## config.mk

```make
export PLATFORM = sky130hd
export DESIGN_NAME = tdm_deframer_flat
export DESIGN_NICKNAME = d
export VERILOG_FILES = /design/src/rtl/tdm_deframer_pkg.sv /design/src/rtl/tdm_deframer_if.sv /design/src/rtl/tdm_lock_fsm.sv /design/src/rtl/tdm_deframer.sv /design/src/flat_wrapper.sv
export SDC_FILE = /design/constraint.sdc
export NUM_CORES = 1
export LEC_CHECK = 0
export CAP_MARGIN = 5
export CORE_MARGIN = 1
export CORE_UTILIZATION = 48
export DETAILED_ROUTE_END_ITERATION = 8
export PLACE_DENSITY_LB_ADDON = 0.08
export SETUP_SLACK_MARGIN = 0.02
export SYNTH_ARGS = -nofsm -noshare
export SYNTH_HDL_FRONTEND = slang
export SYNTH_SLANG_ARGS = --single-unit
```

## constraint.sdc

```tcl
create_clock -name clk -period 3.2 [get_ports clk]
set_input_delay 0.64 -clock clk [delete_from_list [all_inputs] [get_ports clk]]
set_output_delay 0.64 -clock clk [all_outputs]
set_load 0.05 [all_outputs]
```

## src/rtl/tdm_deframer_pkg.sv

```systemverilog
// Shared types and defaults for the TDM deframer slice.
package tdm_pkg;

    typedef enum logic [1:0] {
        HUNT    = 2'd0,
        CONFIRM = 2'd1,
        LOCKED  = 2'd2
    } lock_state_t;

    localparam int ERR_W      = 16;
    localparam int DEF_DATA_W = 8;
    localparam int DEF_SLOTS  = 32;

endpackage

```

## src/rtl/tdm_deframer_if.sv

```systemverilog
// Serial line inputs and per-slot word outputs of the TDM deframer.
interface tdm_deframer_if
    import tdm_pkg::*;
#(
    parameter int DATA_W = DEF_DATA_W,
    parameter int SLOTS  = DEF_SLOTS
);
    localparam int TS_W = $clog2(SLOTS);

    logic              sync;
    logic              sdata;
    logic              parity;
    logic              err_clr;
    logic [DATA_W-1:0] pdata;
    logic [TS_W-1:0]   timeslot;
    logic              pvalid;
    logic              par_err;
    logic              locked;
    logic [ERR_W-1:0]  err_cnt;

    // Line side: drives the serial stream, consumes decoded words.
    modport master (
        output sync, sdata, parity, err_clr,
        input  pdata, timeslot, pvalid, par_err, locked, err_cnt
    );

    // Deframer side.
    modport slave (
        input  sync, sdata, parity, err_clr,
        output pdata, timeslot, pvalid, par_err, locked, err_cnt
    );
endinterface

```

## src/rtl/tdm_lock_fsm.sv

```systemverilog
// Frame-lock state machine: validates the sync marker against the
// expected frame boundary and flywheels through isolated sync faults.
//
//  state   | meaning
//  --------+-----------------------------------------------------------
//  HUNT    | no alignment; first sync realigns counters
//  CONFIRM | aligned once; waiting for sync exactly one frame later
//  LOCKED  | words emitted; sync faults counted, lock lost at MISS_MAX
module tdm_lock_fsm
    import tdm_pkg::*;
#(
    parameter int MISS_MAX = 2
) (
    input  logic clk,
    input  logic reset_l,
    input  logic i_sync,
    input  logic i_expected,
    output logic o_realign,
    output logic o_fault,
    output logic o_locked
);
    localparam int MISS_W = $clog2(MISS_MAX + 1);

    lock_state_t       r_state;
    logic [MISS_W-1:0] r_miss_cnt;
    logic              r_locked;

    // The sync cycle becomes bit 0 of slot 0 whenever the marker is trusted
    // for alignment (any sync in HUNT, an off-boundary sync in CONFIRM).
    assign o_realign = i_sync && ((r_state == HUNT) ||
                                  ((r_state == CONFIRM) && !i_expected));
    // In LOCKED, sync must coincide exactly with the expected boundary.
    assign o_fault   = (r_state == LOCKED) && (i_sync != i_expected);
    assign o_locked  = r_locked;

    // Lock state, miss counter and registered lock flag.
    always_ff @(posedge clk or negedge reset_l) begin
        if (!reset_l) begin
            r_state    <= HUNT;
            r_miss_cnt <= '0;
            r_locked   <= 1'b0;
        end else begin
            case (r_state)
                HUNT: begin
                    if (i_sync) r_state <= CONFIRM;
                end
                CONFIRM: begin
                    if (i_expected) begin
                        if (i_sync) begin
                            r_state    <= LOCKED;
                            r_locked   <= 1'b1;
                            r_miss_cnt <= '0;
                        end else begin
                            r_state <= HUNT;
                        end
                    end
                end
                LOCKED: begin
                    if (o_fault) begin
                        if (r_miss_cnt == MISS_W'(MISS_MAX - 1)) begin
                            r_state    <= HUNT;
                            r_locked   <= 1'b0;
                            r_miss_cnt <= '0;
                        end else begin
                            r_miss_cnt <= r_miss_cnt + 1'b1;
                        end
                    end else if (i_expected) begin
                        r_miss_cnt <= '0;
                    end
                end
                default: begin
                    r_state    <= HUNT;
                    r_locked   <= 1'b0;
                    r_miss_cnt <= '0;
                end
            endcase
        end
    end
endmodule

```

## src/rtl/tdm_deframer.sv

```systemverilog
// TDM channel receiver: deserialises an MSB-first stream into per-slot
// words, checks per-slot parity and keeps a saturating error count.
module tdm_deframer
    import tdm_pkg::*;
#(
    parameter int DATA_W   = DEF_DATA_W,
    parameter int SLOTS    = DEF_SLOTS,
    parameter bit PAR_ODD  = 1'b0,
    parameter int MISS_MAX = 2
) (
    input  logic          clk,
    input  logic          reset_l,
    tdm_deframer_if.slave bus
);
    localparam int BIT_W = $clog2(DATA_W);
    localparam int TS_W  = $clog2(SLOTS);
    localparam logic [BIT_W-1:0] BIT_LAST = BIT_W'(DATA_W - 1);
    localparam logic [BIT_W-1:0] BIT_ONE  = BIT_W'(1);

    logic [BIT_W-1:0]  r_bit_cnt;
    logic [TS_W-1:0]   r_slot_cnt;
    // Only the low DATA_W-1 history bits ever reach a completed word.
    logic [DATA_W-2:0] r_shreg;
    logic [DATA_W-1:0] r_pdata;
    logic [TS_W-1:0]   r_timeslot;
    logic              r_pvalid;
    logic              r_par_err;
    logic [ERR_W-1:0]  r_err_cnt;

    logic              w_expected;
    logic              w_word_done;
    logic [DATA_W-1:0] w_word;
    logic              w_par_err;
    logic              w_realign;
    logic              w_fault;
    logic              w_locked;
    logic              w_emit;
    logic [1:0]        w_err_inc;
    logic [ERR_W:0]    w_err_sum;
    logic [ERR_W-1:0]  w_err_next;

    assign w_expected  = (r_bit_cnt == '0) && (r_slot_cnt == '0);
    assign w_word_done = (r_bit_cnt == BIT_LAST);
    assign w_word      = {r_shreg, bus.sdata};
    assign w_par_err   = (^w_word) ^ bus.parity ^ PAR_ODD;
    assign w_emit      = w_word_done && w_locked;

    // A parity error and a sync fault on the same edge count twice.
    assign w_err_inc  = {1'b0, w_emit && w_par_err} + {1'b0, w_fault};
    assign w_err_sum  = {1'b0, r_err_cnt} + {{(ERR_W - 1){1'b0}}, w_err_inc};
    assign w_err_next = bus.err_clr    ? '0 :
                        w_err_sum[ERR_W] ? '1 : w_err_sum[ERR_W-1:0];

    tdm_lock_fsm #(
        .MISS_MAX (MISS_MAX)
    ) u_lock_fsm (
        .clk        (clk),
        .reset_l    (reset_l),
        .i_sync     (bus.sync),
        .i_expected (w_expected),
        .o_realign  (w_realign),
        .o_fault    (w_fault),
        .o_locked   (w_locked)
    );

    // Bit/slot counters; a trusted sync makes its own cycle bit 0 of slot 0.
    always_ff @(posedge clk or negedge reset_l) begin
        if (!reset_l) begin
            r_bit_cnt  <= '0;
            r_slot_cnt <= '0;
        end else if (w_realign) begin
            r_bit_cnt  <= BIT_ONE;
            r_slot_cnt <= '0;
        end else if (w_word_done) begin
            r_bit_cnt  <= '0;
            r_slot_cnt <= r_slot_cnt + 1'b1;
        end else begin
            r_bit_cnt  <= r_bit_cnt + 1'b1;
        end
    end

    // Shift register, word capture, strobe and saturating error count.
    always_ff @(posedge clk or negedge reset_l) begin
        if (!reset_l) begin
            r_shreg    <= '0;
            r_pdata    <= '0;
            r_timeslot <= '0;
            r_pvalid   <= 1'b0;
            r_par_err  <= 1'b0;
            r_err_cnt  <= '0;
        end else begin
            r_shreg  <= w_word[DATA_W-2:0];
            r_pvalid <= w_emit;
            if (w_word_done) begin
                r_pdata    <= w_word;
                r_timeslot <= r_slot_cnt;
                r_par_err  <= w_par_err;
            end
            r_err_cnt <= w_err_next;
        end
    end

    assign bus.pdata    = r_pdata;
    assign bus.timeslot = r_timeslot;
    assign bus.pvalid   = r_pvalid;
    assign bus.par_err  = r_par_err;
    assign bus.locked   = w_locked;
    assign bus.err_cnt  = r_err_cnt;
endmodule

```

## src/flat_wrapper.sv

```systemverilog
// flat-port wrapper written by rule: the top's interface ports become plain ports
module tdm_deframer_flat import tdm_pkg::*;
#(
    parameter int DATA_W   = DEF_DATA_W,
    parameter int SLOTS    = DEF_SLOTS,
    parameter bit PAR_ODD  = 1'b0,
    parameter int MISS_MAX = 2
)
  (clk, reset_l, bus_sync, bus_sdata, bus_parity, bus_err_clr, bus_pdata, bus_timeslot, bus_pvalid, bus_par_err, bus_locked, bus_err_cnt);
  tdm_deframer_if #(.DATA_W(DATA_W), .SLOTS(SLOTS)) bus_i ();
  input  logic clk;
  input  logic reset_l;
  input wire logic [$bits(bus_i.sync)-1:0] bus_sync;
  input wire logic [$bits(bus_i.sdata)-1:0] bus_sdata;
  input wire logic [$bits(bus_i.parity)-1:0] bus_parity;
  input wire logic [$bits(bus_i.err_clr)-1:0] bus_err_clr;
  output wire logic [$bits(bus_i.pdata)-1:0] bus_pdata;
  output wire logic [$bits(bus_i.timeslot)-1:0] bus_timeslot;
  output wire logic [$bits(bus_i.pvalid)-1:0] bus_pvalid;
  output wire logic [$bits(bus_i.par_err)-1:0] bus_par_err;
  output wire logic [$bits(bus_i.locked)-1:0] bus_locked;
  output wire logic [$bits(bus_i.err_cnt)-1:0] bus_err_cnt;
  assign bus_i.sync = bus_sync;
  assign bus_i.sdata = bus_sdata;
  assign bus_i.parity = bus_parity;
  assign bus_i.err_clr = bus_err_clr;
  assign bus_pdata = bus_i.pdata;
  assign bus_timeslot = bus_i.timeslot;
  assign bus_pvalid = bus_i.pvalid;
  assign bus_par_err = bus_i.par_err;
  assign bus_locked = bus_i.locked;
  assign bus_err_cnt = bus_i.err_cnt;
  tdm_deframer #(.DATA_W(DATA_W), .SLOTS(SLOTS), .PAR_ODD(PAR_ODD), .MISS_MAX(MISS_MAX)) u_core (.clk(clk), .reset_l(reset_l), .bus(bus_i));
endmodule
```

**Word-level counts from Yosys, hierarchy flattened**

Index checks and enable logic that the tools add are counted.

- Flip-flop bits (word level): 51
- Bits in latches: 0
- Memory bits (writable): 0
- Memory bits (read-only): 0
- Input port bits: 6
- Output and inout port bits: 32
- Memories kept: 0

- $add $sub $neg: 5
- Multiply operators: 0
- Div/mod/pow operators: 0
- $lt $le $gt $ge: 0
- Equal/unequal tests: 11
- Shifts and indexed selects: 0
- Muxes and demuxes: 23
- Bitwise operators: 2
- Reductions and logical operators: 16

Operators by type and width:

| operator | number |
|---|---|
| 2-to-1 mux 16 bit | 2 |
| 2-to-1 mux 2 bit | 10 |
| adder 16 x 2 -> 17 bit | 1 |
| one-hot mux 2 bit (3 select lines) | 2 |
| 2-to-1 mux 5 bit | 2 |
| AND reduction 4 bit | 2 |
| XOR reduction 8 bit | 1 |
| logical AND 1 bit | 6 |
| 2-to-1 mux 3 bit | 2 |
| inequality test 2 bit (second input constant) | 3 |
| adder 5 x 1 -> 5 bit (second input constant) | 1 |
| logical NOT 5 bit | 1 |
| AND reduction 5 bit | 1 |
| == test 2 x 1 -> 1 bit (second input constant) | 2 |
| 2-to-1 mux 1 bit | 4 |
| inequality test 2 x 1 -> 1 bit (second input constant) | 2 |
| adder 3 x 1 -> 3 bit (second input constant) | 1 |
| == test 3 bit (second input constant) | 1 |
| logical NOT 3 bit | 1 |
| inequality test 3 x 2 -> 1 bit (second input constant) | 1 |
| one-hot mux 1 bit (3 select lines) | 1 |
| adder 1 x 1 -> 2 bit | 1 |
| adder 2 x 1 -> 2 bit (second input constant) | 1 |
| == test 2 bit (second input constant) | 1 |
| 7 further kinds | 7 |

**Logic depth before layout (Yosys ltp)**

Gate-level depths: netlist of the first run.

- Depth in word-level cells: 8
- Depth in mapped cells: 14
- Depth with buffers taken out: 13

**Modules after synthesis**

Synthesis of the first run repeated with hierarchy kept, for this count alone.

- Cells, all modules: 197
- Area, all modules: 2416.1 um2

By module, submodules not included:

| module | times used | cells each | area each (um2) | seq. area each (um2) |
|---|---|---|---|---|
| tdm_deframer | 1 | 159 | 2094.5 | 1151.1 |
| tdm_lock_fsm | 1 | 38 | 321.6 | 125.1 |

**Worst setup path before layout of the first run**

OpenSTA, ideal clock, no wires.

- Path type: in2reg
- From: input bus_parity
- To: register u_core.r_err_cnt[10] (netlist: u_core.bus.err_cnt[10])
- Library setup time: 78 ps
- Data arrival time: 2988 ps
- Setup slack: 134 ps
- Stages: 12
- Buffers on the path: 1
- Cell sequence: xnor2_1 xnor3_1 xnor2_1 nand2_1 fa_1 inv_1 ha_1 nand2_1 nor4_4 nand3_2 buf_6 a21oi_1

- Word-level cells in the longest chain between the ends: 6

RTL lines:

| what | RTL line | text |
|---|---|---|
| start, declared | flat_wrapper.sv:15 | `input wire logic [$bits(bus_i.parity)-1:0] bus_parity;` |
| bitwise XOR 1 bit | tdm_deframer.sv:45 | `assign w_par_err = (^w_word) ^ bus.parity ^ PAR_ODD;` |
| logical AND 1 bit | tdm_deframer.sv:49 | `assign w_err_inc = {1'b0, w_emit && w_par_err} + {1'b0, w_fault};` |
| adder 1 x 1 -> 2 bit | tdm_deframer.sv:49 |  |
| adder 16 x 2 -> 17 bit | tdm_deframer.sv:50 | `assign w_err_sum = {1'b0, r_err_cnt} + {{(ERR_W - 1){1'b0}}, w_err_inc};` |
| 2-to-1 mux 16 bit | tdm_deframer.sv:52 | `w_err_sum[ERR_W] ? '1 : w_err_sum[ERR_W-1:0];` |
| 2-to-1 mux 16 bit | tdm_deframer.sv:51 | `assign w_err_next = bus.err_clr ? '0 :` |
| net u_core.w_err_next[10] | tdm_deframer.sv:40 | `logic [ERR_W-1:0] w_err_next;` |
| end signal, assigned | tdm_deframer.sv:99 | `r_err_cnt <= w_err_next;` |
| end, declared | tdm_deframer.sv:28 | `logic [ERR_W-1:0] r_err_cnt;` |

The timed path passes the listed nets, and every way through them passes these cells.
A chain may end at the register's enable or synchronous reset.

**Final worst setup path of the first run**

- From: input bus_parity
- To: register u_core.r_err_cnt[12] (netlist: u_core.bus.err_cnt[12])

The elaborated chain is that of the path after synthesis.

==> impl_metrics.tcl, run 1 <==
set metrics [dict create \
    yosys_warnings 0 \
    cp.required_ns 3.41 \
    h-tree-depth 2 \
    place.gp.congestion 0.846 \
    yosys.area.top_type "dfrtp_1" \
    synth_top_family_by_area "simple AND/OR/NAND/NOR gates" \
    slowest_delay_ns 0.47 \
    die_w_um 72.2 \
    worst_slew_pin_slew_ns 0.647 \
    cts_tree "done" \
    ant_nets 0 \
    port_buffers 37 \
    grt_usage_pct 20.0 \
    status "complete, no violations" \
    async_reset_ff_share_pct 100 \
    core_region_area_um2 4720 \
    synth-compound-area-share_pct 8.19 \
    synthMuxAreaShare_pct 7.08 \
    fin_util_pct 64.2 \
    grt_antenna_before_repair 0 \
    die_height_um 72.2 \
    vdd_drop_max_uv 479 \
    synthTopCellsByArea "dfrtp_1 (54%), mux2_2 (6.7%), xnor2_1 (6.3%), a21oi_1 (3.6%), ha_1 (3.2%)" \
    syn_inst 202 \
    initial_utilization_pct 50.1 \
    synth_edf_count 0 \
    fin_crit_sh_pct 94.2 \
    synth_area_um2 2370 \
    synth_xor_area_share_pct 9.83 \
    fin_setup_tns_ns 0 \
    setup_viol 0 \
    final_nets 265 \
    cts-buffers-inserted 5 \
    cts_buffer_depth 2 \
    arrival_ns 3.22 \
    setup.worst_path.class "in -> reg" \
    final_layout_size_suffix_gt1_share_pct 19.0 \
    leakage_uw 0.00129 \
    grt_pass1_wl_um 7930 \
    maxCapViolations 0 \
    finalPower_uw 2090 \
    row_count 25 \
    area_growth_pct 28.2 \
    diodes 0 \
    critPathTopFamily "buffers and inverters" \
    clock_sinks 51 \
    wirelength_um 4680 \
    synth_fp_nets 215 \
    fin_crit_ns 3.02 \
    ys_top_cells_by_count "dfrtp_1 (51), a21oi_1 (17), xnor2_1 (17), mux2_2 (14), inv_1 (12)" \
    synth_adder_area_share_pct 4.44 \
    drtIter0Drc 102 \
    gr-total-overflow 0 \
    clkSlewWorstSetupHoldPaths_ns 0.09 \
    drt-vias-per-instance 5.32 \
    hold_buffers 0 \
    drc 0 \
    cts_root_buf "clkbuf_8" \
    syn_area_per_cell_um2 11.7 \
    synth_seq_area_share_pct 53.9 \
    worst-path-max-fanout 3 \
    ys.flop_type "dfrtp_1" \
    yosysUniqueCellTypes 43 \
    wl_per_cell_um 14.6 \
    crit_buf_inv 4 \
    critPathCaptureType "flop" \
    finalClockSkew_ns 0.00757 \
    hp-class "in -> async" \
    ios 38 \
    finalHoldViolCount 0 \
    crit_path_frequent_cell "buf_4" \
    rsz0062_at_grt "false" \
    clkLatencyLatePin_ns 0.31 \
    synth_seq_cells 51 \
    yosys.area_share.simple_pct 13.1 \
    fmax_ghz 0.332 \
    die_area_um2 5220 \
    crit_path_start_kind "input port" \
    dr_total_vias 1702 \
    finalMaxSlewViolations 0 \
    dpl.hpwl_um 3260 \
    netlist.area_leader.share_pct 53.9 \
    slew_headroom_pct 56.9 \
    cp_slowest_cell "clkdlybuf4s50_1" \
    dr.pass1.iters 4 \
    power_density_nw_per_um2 690 \
    post-synth-top-count-cell "dfrtp_1" \
    critical_path.cell_chain "clkdlybuf4s50_1, xnor2_1, xnor3_1, xnor2_2, nand2_1, fa_2, inv_1, ha_2, nand2_2, nor4_4, buf_4, buf_4, a31oi_1, o21a_1" \
    grt_pass1_vias 1719 \
    grt_max_degree 30 \
]
sequential cells by signal, indices dropped and copies added, names as in the netlist:
signal,cells
u_core.bus.err_cnt,16
u_core.bus.pdata,8
u_core.r_shreg,7
u_core.bus.timeslot,5
u_core.r_slot_cnt,5
u_core.r_bit_cnt,3
u_core.u_lock_fsm.r_miss_cnt,2
u_core.u_lock_fsm.r_state,2
u_core.bus.par_err,1
u_core.bus.pvalid,1
u_core.u_lock_fsm.o_locked,1
placed cells by master, fill, tap and decap left out, types with 2 or more instances in the layout:
cell             count
o21ai_0              2
buf_4               13
a21oi_1             17
nand2_1              7
o21a_1               2
nand4_1              4
mux2_2              14
clkdlybuf4s50_1     36
xor2_1               7
nand3_4              2
nand2b_1             3
nor2_1               8
inv_1               12
nor3_1               4
nor4_1               3
a31oi_1              2
xnor2_1             16
clkbuf_8             5
nor3b_1              2
nor2b_1              5
nand3_1              5
dfrtp_1             51
ha_1                 5
worst reg2reg max path, delay by kind of cell, from the launching register on:
kind                       cells  cell delay [ns]
adders and majority gates      3             0.70
AOI/OAI and AO/OA              2             0.20
buffers and inverters          4             0.43
and+or+nand+nor                6             1.18
DFF                            1             0.38
worst paths after layout:
path,slack (ns),start,depth (start not counted),endpoint
max,0.18,bus_parity,14,u_core.bus.err_cnt[12]
min reg2reg,0.42,u_core.r_shreg[1],0,u_core.r_shreg[2]
min in group clk,0.42,u_core.r_shreg[1],0,u_core.r_shreg[2]
max reg2reg,0.21,u_core.r_slot_cnt[0],15,u_core.bus.err_cnt[12]
min,0.35,reset_l,1,u_core.u_lock_fsm.r_miss_cnt[1]
max in group asynchronous,2.11,reset_l,2,u_core.bus.pdata[6]
layout make-up:
type                    count  area [um2]
fillers                   376        1690
well taps                  67        83.8
inverters                  12        45.0
flip-flops and latches     51        1280
clock inverters             3        43.8
repair buffers             50         463
multi-input cells         132        1050
clock buffers               5        68.8
kinds of logic after synthesis:
family                     Yosys count
DFF                                 51
AOI/OAI and AO/OA                   31
muxes                               15
adders and majority gates            8
and+or+nand+nor                     52
xor gates and xnor gates            25
buffers and inverters               20
power by group:
| group | switching (uW) | internal (uW) | total, uW | leakage [uW] |
|---|---|---|---|---|
| Combinational | 469 | 324 | 793 | 0.000566 |
| Sequential | 95.9 | 759 | 855 | 0.000664 |
| Clock | 213 | 233 | 446 | 0.0000581 |
repair_timing:
item	4_1_cts	5_1_grt
pin swaps	5	5
gates cloned	1	0
gates resized for setup	4	3
buffers inserted	0	1
endpoints found under the setup margin	16	16
per-stage QoR:
stage	setup WS [ns]	hold WS (ns)	area, um2	instances
after floorplan	0.134	0.344	2370	202
after global placement	-0.345	0.401	2870	310
after detailed placement	-0.486	0.404	2870	310
after CTS	0.0524	0.359	3010	319
after global routing	0.0197	0.391	3030	320
final	0.184	0.348	3030	320
layer usage:
metal / global-route usage, % / up-vias / wire (um)
li1: - / 795 / -
met1: 26.1 / 852 / 2180
met2: 31.7 / 49 / 2190
met3: 5.56 / 6 / 233
met4: 8.06 / 0 / 70
met5: 0 / - / 0
(Power assumes the default switching activity.)
==> inputs of run 2 (changes only) <==
--- a/config.mk
+++ b/config.mk
@@ -8,6 +8,7 @@
 export CAP_MARGIN = 5
 export CORE_MARGIN = 1
 export CORE_UTILIZATION = 48
+export CTS_CLUSTER_DIAMETER = 100
 export DETAILED_ROUTE_END_ITERATION = 8
 export PLACE_DENSITY_LB_ADDON = 0.08
 export SETUP_SLACK_MARGIN = 0.02
==> results of run 2 <==
The final DEF is identical to that of run 1; final timing and power are the same.
==> inputs of run 3 (changes only) <==
==> constraint.sdc (replaced) <==
create_clock -name clk -period 2.4 [get_ports clk]
set_input_delay 0.48 -clock clk [delete_from_list [all_inputs] [get_ports clk]]
set_output_delay 0.48 -clock clk [all_outputs]
set_load 0.05 [all_outputs]
==> run 3 against run 2 <==
  * The flow now finishes with violations (setup timing)
  * Sequential share of layout area shrank 2.6 points
  * Routed wire length up 0.90%
  * Worst hold slack lost 0.25 ns
  * Global-route usage grew 0.21 points
  * Setup slack got worse by 0.69 ns
  * Critical path type is now reg -> reg
==> impl_metrics.tcl, run 3 (synthesis gave the netlist of run 1 again) <==
set metrics [dict create \
    status "finished, violations left" \
    violations "setup timing" \
    dpl.hpwl_um 3220 \
    area_growth_pct 36.6 \
    setup.worst_path.class "reg -> reg" \
    h-tree-depth 2 \
    die_w_um 72.2 \
    fmax_ghz 0.344 \
    finalMaxSlewViolations 0 \
    cts-buffers-inserted 5 \
    grt_max_degree 21 \
    core_region_area_um2 4720 \
    crit_path_start_kind "flop" \
    cts_root_buf "clkbuf_8" \
    mostFrequentLayoutCells "dfrtp_1 (51), clkdlybuf4s50_1 (36), buf_4 (30), xnor2_1 (17)" \
    gr-total-overflow 0 \
    finalHoldViolCount 0 \
    grt_pass1_wl_um 8070 \
    die_area_um2 5220 \
    fin_crit_sh_pct 121 \
    hp-class "in -> async" \
    row_count 25 \
    dpl-instance-area_um2 2960 \
    die_height_um 72.2 \
    drtIter0Drc 101 \
    leakage_uw 0.00140 \
    cp.required_ns 2.61 \
    fin_area_um2 3230 \
    mostFrequentLayoutCell "dfrtp_1" \
    wl_per_cell_um 14.0 \
    arrival_ns 3.12 \
    slew_headroom_pct 58.2 \
    rsz0062_at_grt "true" \
    maxCapViolations 0 \
    clkSlewWorstSetupHoldPaths_ns 0.09 \
    dr_total_vias 1764 \
    cts_tree "done" \
    initial_utilization_pct 50.1 \
    power_density_nw_per_um2 929 \
    finalClockSkew_ns 0.00416 \
    drt-vias-per-instance 5.22 \
    setup_viol 16 \
    dr.pass1.iters 7 \
    grt_usage_pct 20.2 \
    place.gp.congestion 0.794 \
    largest_register_ffs 16 \
    wirelength_um 4720 \
    grt_antenna_before_repair 0 \
    ant_nets 0 \
    fin_crit_ns 2.91 \
    clock_sinks 51 \
    hold_buffers 0 \
    dp_slack_ns -0.866 \
    finalPower_uw 3000 \
    setup_ws_ns -0.506 \
    cts_buffer_depth 2 \
    grt_pass1_vias 1741 \
    port_buffers 37 \
    final_nets 283 \
    worst_slew_pin_slew_ns 0.625 \
    vdd_drop_max_uv 959 \
    ios 38 \
    worst-path-max-fanout 8 \
    final_layout_size_suffix_gt1_share_pct 26.6 \
    drc 0 \
    clkLatencyLatePin_ns 0.30 \
    critPathCaptureType "flop" \
    fin_util_pct 68.5 \
    diodes 0 \
]
run 3: cell count changes in the layout (fill, tap and decap cells not counted), sizes merged:
cell,before,now
clkinv,2,0
buf,14,32
bufinv,1,2
clkinvlp,0,1
run 3: layer usage:
metal	routed length, um	vias up	track usage [%]
met1	2090	868	26.3
li1	-	833	-
met5	0	-	0
met3	210	6	3.89
met2	2350	57	33.4
met4	71	0	8.06
run 3: repair_timing:
| item | in CTS | in global routing |
|---|---|---|
| setup buffers | 8 | 3 |
| setup endpoints to repair | 16 | 16 |
| pin swaps | 4 | 0 |
| resized for setup | 6 | 3 |
| gates cloned | 1 | 0 |
| endpoints found under the hold margin | 0 | 0 |
run 3: layout make-up:
type                    instances  area (um2)
fillers                       338        1490
flip-flops and latches         51        1280
multi-input cells             132        1090
repair buffers                 68         602
well taps                      67        83.8
clock buffers                   5        68.8
clock inverters                 3        67.6
inverters                      12        45.0
run 3: metrics by stage:
step	std cells	hold slack [ns]	setup TNS, ns
after floorplan	202	0.184	-4.64
after global placement	318	0.403	-12.84
after detailed placement	318	0.407	-13.41
after CTS	335	0.109	-6.65
after global routing	338	0.126	-9.63
final	338	0.102	-7.53
run 3: worst paths after layout:
path,cells after the start,start,slack (ns),to
max in group asynchronous,2,reset_l,1.72,u_core.r_shreg[5]
worst min-delay path,1,reset_l,0.10,u_core.u_lock_fsm.r_state[1]
worst max-delay path,14,u_core.r_slot_cnt[0],-0.51,u_core.bus.err_cnt[0]
min in group clk,0,u_core.r_shreg[0],0.42,u_core.r_shreg[1]
worst max register to register,14,u_core.r_slot_cnt[0],-0.51,u_core.bus.err_cnt[0]
worst min register to register,0,u_core.r_shreg[0],0.42,u_core.r_shreg[1]
run 3: worst max-delay path, stage by stage (launching register included):
cell and delay (ns):
dfrtp_1 0.40, inv_1 0.07, ha_1 0.15, or4b_4 0.50
nor3_4 0.14, or2_4 0.15, nand2_2 0.05, fa_2 0.38
inv_2 0.09, ha_4 0.14, nand2_4 0.06, nor4_4 0.19
buf_4 0.18, nand3_4 0.13, a21oi_1 0.19
run 3: power breakdown:
group / leakage, uW / internal, uW / total, uW / switching [uW]
combinational: 0.000672 / 518 / 1200 / 682
clock: 0.0000644 / 415 / 694 / 279
sequential: 0.000664 / 1010 / 1110 / 96.9
total: 0.00140 / 1950 / 3000 / 1060
